### src/rtl/result_display_scan.sv
// Keeps a NUM_DIGITS-deep history of OCR results and scans it onto an active-low 7-segment display.
// Optional build macro DISPLAY_GHOST_BLANK_EN blanks the first 2 clocks of every digit slot.
module result_display_scan #(
    parameter int NUM_DIGITS = 4,
    parameter int SCAN_DIV   = 100000
) (
    input  logic                                clk,
    input  logic                                rst,
    input  logic                                result_valid,
    input  logic [3:0]                          result_in,
    input  logic                                clear,
    output logic [NUM_DIGITS-1:0]               an,
    output logic [6:0]                          seg,
    output logic                                dp,
    output logic [$clog2(NUM_DIGITS+1)-1:0]     history_count
);

    localparam int CNT_W  = $clog2(NUM_DIGITS + 1);
    localparam int IDX_W  = $clog2(NUM_DIGITS);
    localparam int SCAN_W = $clog2(SCAN_DIV);

    logic [NUM_DIGITS-1:0] valid_q, valid_d;
    logic [3:0]            code_q [NUM_DIGITS];
    logic [3:0]            code_d [NUM_DIGITS];
    logic [CNT_W-1:0]      count_q, count_d;
    logic [SCAN_W-1:0]     scan_cnt_q, scan_cnt_d;
    logic [IDX_W-1:0]      digit_idx_q, digit_idx_d;
    logic [NUM_DIGITS-1:0] an_q, an_d;
    logic [6:0]            seg_q, seg_d;
    logic                  dp_q, dp_d;
    logic                  scan_wrap;

    function automatic logic [6:0] seg_decode(input logic [3:0] code);
        case (code)
            4'd0:    return 7'h40;
            4'd1:    return 7'h79;
            4'd2:    return 7'h24;
            4'd3:    return 7'h30;
            4'd4:    return 7'h19;
            4'd5:    return 7'h12;
            4'd6:    return 7'h02;
            4'd7:    return 7'h78;
            4'd8:    return 7'h00;
            4'd9:    return 7'h10;
            4'd10:   return 7'h3F;
            default: return 7'h7F;
        endcase
    endfunction

    // History: clear takes effect first so a same-cycle result survives as the only entry.
    always_comb begin
        // NOTE: every always_comb output gets a default first so no path can infer a latch.
        valid_d = valid_q;
        code_d  = code_q;
        count_d = count_q;
        if (clear) begin
            valid_d = '0;
            count_d = '0;
        end
        if (result_valid) begin
            valid_d = {valid_d[NUM_DIGITS-2:0], 1'b1};
            for (int i = NUM_DIGITS - 1; i > 0; i--) begin
                code_d[i] = code_q[i-1];
            end
            code_d[0] = result_in;
            if (count_d != CNT_W'(NUM_DIGITS)) begin
                count_d = count_d + CNT_W'(1);
            end
        end
    end

    always_comb begin
        scan_wrap   = (scan_cnt_q == SCAN_W'(SCAN_DIV - 1));
        scan_cnt_d  = scan_wrap ? '0 : scan_cnt_q + SCAN_W'(1);
        digit_idx_d = digit_idx_q;
        if (scan_wrap) begin
            digit_idx_d = (digit_idx_q == IDX_W'(NUM_DIGITS - 1)) ? '0 : digit_idx_q + IDX_W'(1);
        end
    end

    always_comb begin
        an_d  = ~(NUM_DIGITS'(1) << digit_idx_q);
        seg_d = valid_q[digit_idx_q] ? seg_decode(code_q[digit_idx_q]) : 7'h7F;
        dp_d  = (digit_idx_q == '0) && valid_q[0];
`ifdef DISPLAY_GHOST_BLANK_EN
        if (scan_cnt_q < SCAN_W'(2)) begin
            an_d  = '1;
            seg_d = 7'h7F;
            dp_d  = 1'b0;
        end
`endif
    end

    always_ff @(posedge clk or posedge rst) begin
        if (rst) begin
            // NOTE: sequential state uses non-blocking assignments so every flop samples pre-edge values.
            valid_q     <= '0;
            count_q     <= '0;
            scan_cnt_q  <= '0;
            digit_idx_q <= '0;
            an_q        <= '1;
            seg_q       <= 7'h7F;
            dp_q        <= 1'b0;
        end else begin
            valid_q     <= valid_d;
            count_q     <= count_d;
            scan_cnt_q  <= scan_cnt_d;
            digit_idx_q <= digit_idx_d;
            an_q        <= an_d;
            seg_q       <= seg_d;
            dp_q        <= dp_d;
        end
    end

    // NOTE: the code storage has no reset; the valid bits alone decide whether an entry is shown.
    always_ff @(posedge clk) begin
        code_q <= code_d;
    end

    assign an            = an_q;
    assign seg           = seg_q;
    assign dp            = dp_q;
    assign history_count = count_q;

endmodule

### config.mk
export PLATFORM = sky130hd
export DESIGN_NAME = result_display_scan
export DESIGN_NICKNAME = d
export VERILOG_FILES = /design/src/rtl/result_display_scan.sv
export SDC_FILE = /design/constraint.sdc
export NUM_CORES = 1
export LEC_CHECK = 0
export BUFFER_PORTS_ARGS = -buffer_cell sky130_fd_sc_hd__buf_2
export CORE_MARGIN = 2
export CORE_UTILIZATION = 25
export DETAILED_ROUTE_END_ITERATION = 10
export PLACE_DENSITY = 0.47
export SYNTH_ARGS = -nofsm -noshare
export SYNTH_HDL_FRONTEND = slang
export SYNTH_SLANG_ARGS = --single-unit
### constraint.sdc
create_clock -name clk -period 2.39 [get_ports clk]
set_input_delay 0.3585 -clock clk [delete_from_list [all_inputs] [get_ports clk]]
set_output_delay 0.3585 -clock clk [all_outputs]
set_load 0.1 [all_outputs]
==> summary.md <==
| Metric | Value |
|---|---|
| Status | completed |
| Antenna Nets Post-Route | 0 |
| Crit path capture type | flip-flop |
| Mapped Nets | about 210 |
| DPL Wire Length | roughly 2.7 mm |
| CP Class | reg2reg |
| Final setup fails | 0 |
| Die Wd | approximately 100 µm |
| Final nets | 237 |
| CP Data Required Time | between 2000 and 3000 ps |
| Largest net degree at the start of global routing | 39 |
| Final WL | around 4.0 mm |
| Rows | 36 |
| VDD IR max | ~0.22 mV |
| Die area | roughly 11000 µm² |
| Register bit total from synthesis | 54 |
| Part of the power in the clock network | 32.7% |
| Setup Fix Bufs, Post-CTS | 0 |
| 1st-pass router iterations | 4 |
| Fmax | 488 MHz |
| Sinks on the clock net | between 50 and 60 |
| Cts bufs inserted | 5 |
| Crit path time final | 2050 ps |
| Ports | 23 |
| R2R setup slack | ~340 ps |
| FF-to-FF path depth | 6 |
| Clock transition at path regs | around 90 ps |
| Flop pwr share | a little over half |
| Synth area leader | dfrtp_1 |
| Post-Syn Area | roughly 2400 µm² |
| Int Power | about 1.4 mW |
| Worst slew pin tran | 559 ps |
| Core footprint | ~9600 µm² |
| Drt via density | 4.16 |
| Layout area overhead | 14.6% |
| First-pass GRT wire length | around 6.9 mm |
| RSZ-0062 raised after global routing | false |
| Main area contributors after synthesis | dfrtp_1, edfxtp_1, dfstp_2 |
| Initial DRC count | 84 |
| Switch share | a little over a quarter |
| Post-route DRC | 0 |
| Post-Syn Instances | about 190 |
| Starting Density | between 20% and 30% |
| P_sw | ~0.52 mW |
| Ys Warns | 0 |
| Setup TNS | 0 ps |
| PwrDens | just under 700 nW/µm² |
| Critical R2R Capture | seg[3] |
| Register area | approximately 1400 µm² |
| CTS resizes | 0 |
| Startpoint Class | flip-flop |
| Initial antenna violation count | 0 |
| Vias in the first global route | ~1400 |
| Routability cong. | 0.731 |
| # Max-Cap Violations | 0 |
| Hold crit path type | in2async |
| Endpoints failing hold | 0 |
| Final worst clock skew | approximately 7.3 ps |
| Clk root buf | clkbuf_8 |
| Layout cells sized above 1 | roughly 22% |
| Slew Limit Headroom | a little over three fifths |
| Clock Tree Buf Depth | 2 |
| Multi-input logic area | about 890 µm² |
| Vias | ~1500 |
| Grt total ovfl | 0 |
| Post-synthesis cell type count | 39 |
| Synthesized area per cell | between 10 and 15 µm² |
| Post-synthesis sequential area ratio | 59.2% |
| Hold_buf cts | 0 |
| Fill count | ~1000 |
| H-tree lvl count | 2 |
| Final period util | 85.7% |
| ANT cells | 0 |
| Worst EP arrival | about 2300 ps |
| Reg2Reg Launch Point | digit_idx_q[0] |
| CP Max Fanout | 10 |
| Final Util | just under 30% |
| Clock Latency Late Sink | about 300 ps |
| WL/cell | 11.3 µm |
| Area share of the largest cell type after synthesis | 27.7% |
| Logic pwr share | approximately 14% |
| CTS tree | built |
| Port-buffer cells | 22 |
| Die height | slightly above 100 µm |
| Leakage | approximately 1.1 nW |
| GRT Total Usage | under 10% |
| Max Transition Viols Final | 0 |
-- worst max-delay path by stage --
stage                        start     end  slack [ps]
floorplan           digit_idx_q[0]  seg[3]         600
global placement    digit_idx_q[0]  seg[3]         430
detailed placement  digit_idx_q[0]  seg[3]         340
CTS                 digit_idx_q[0]  seg[3]         320
global route        digit_idx_q[0]  seg[3]         170
finish              digit_idx_q[0]  seg[3]         340
-- stage by stage --
stage	area (µm²)	setup WS (ps)	hold slack [ps]	power, mW	std cells
6_report	2800	341	156	1.92	352
5_1_grt	2800	171	200	2.02	352
4_1_cts	2800	316	171	1.96	352
3_5_place_dp	2680	337	429	1.32	344
3_3_place_gp	2680	434	432	1.32	344
2_1_floorplan	2440	599	417	1.27	194
-- kinds of logic (layout without fill, tap and decap cells) --
kind of cell	count (synthesis)	count (layout)	share of synthesized area, %
xor gates and xnor gates	14	14	5.03
muxes	12	12	8.05
AOI/OAI and AO/OA	20	20	4.62
and+or+nand+nor	63	63	13.3
buffers and inverters	20	45	4.10
DFF	54	54	59.2
adders and majority gates	11	11	5.64
-- power groups by stage --
stage / Clock, mW / Combinational [mW] / Sequential, mW
after global placement: 0 / 0.272 / 1.04
after global routing: 0.698 / 0.290 / 1.03
final: 0.629 / 0.270 / 1.03
after detailed placement: 0 / 0.273 / 1.04
after CTS: 0.658 / 0.273 / 1.03
after floorplan: 0 / 0.0787 / 1.19
-- final cells by class --
cell class | count | area share (%)
Tap cell | 133 | 5.95
Clock inverter | 1 | 1.07
Sequential cell | 54 | 51.7
Multi-Input combinational cell | 120 | 32.0
Clock buffer | 7 | 3.09
Timing Repair Buffer | 24 | 4.47
Inverter | 13 | 1.74
-- routing by layer --
metal | vias to the layer above | global-route usage [%] | routed length, µm
met4 | 0 | 3.34 | 63
met3 | 6 | 2.24 | 196
met5 | - | 0 | 0
li1 | 722 | - | -
met1 | 712 | 12.3 | 2100
met2 | 26 | 11.5 | 1600
-- cells in the mapped netlist --
| cell type | instances |
|---|---|
| nand2_1 | 13 |
| or3_1 | 1 |
| nor3b_1 | 3 |
| a21boi_0 | 1 |
| mux2i_1 | 5 |
| xnor2_1 | 10 |
| edfxtp_1 | 16 |
| nor2_2 | 1 |
| dfrtp_1 | 27 |
| nor3_1 | 4 |
| o21ai_1 | 1 |
| and2_2 | 1 |
| and2_1 | 4 |
| nand3_1 | 8 |
| ha_1 | 11 |
| buf_6 | 3 |
| nand4_1 | 6 |
| and4b_1 | 1 |
| buf_2 | 1 |
| inv_1 | 13 |
| mux2_2 | 2 |
| clkbuf_1 | 2 |
| nor4_1 | 1 |
| nor2b_1 | 1 |
| o21ai_0 | 9 |
| o31ai_1 | 1 |
| xor2_1 | 4 |
| mux4_1 | 3 |
| and4_1 | 2 |
| a21o_1 | 1 |
| or2_0 | 1 |
| clkbuf_2 | 1 |
| nor4b_1 | 1 |
| dfstp_2 | 11 |
| a31oi_1 | 1 |
| nor2_1 | 15 |
| mux4_2 | 2 |
| a21oi_1 | 5 |
| a31o_2 | 1 |
-- registers in the layout, summed over array words and instances, names as in the netlist --
| name | cells |
|---|---|
| an | 4 |
| dp | 1 |
| valid_q | 4 |
| history_count | 3 |
| digit_idx_q | 2 |
| seg | 7 |
| code_q | 16 |
| scan_cnt_q | 17 |
-- layout by cell type (no fill, tap or decap), drive strengths merged, types with 2 or more instances in the layout --
master,Yosys,routed
mux4,5,5
nor3b,3,3
mux2i,5,5
dfstp,11,11
buf,4,24
ha,11,11
o21ai,10,10
nor2,16,16
and2,5,5
nor3,4,4
xor2,4,4
mux2,2,2
nand4,6,6
clkbuf,3,7
dfrtp,27,27
and4,2,2
edfxtp,16,16
a21oi,5,5
nand3,8,8
inv,13,13
xnor2,10,10
nand2,13,13
-- worst max-delay path, cell delays in order, from the launching register on --
cell and delay [ps]:
dfrtp_1 600, mux4_1 690, inv_1 150, ha_1 260, inv_1 60, mux2i_1 50, o21ai_0 160
No activity file was read; power rests on OpenSTA's default activity.
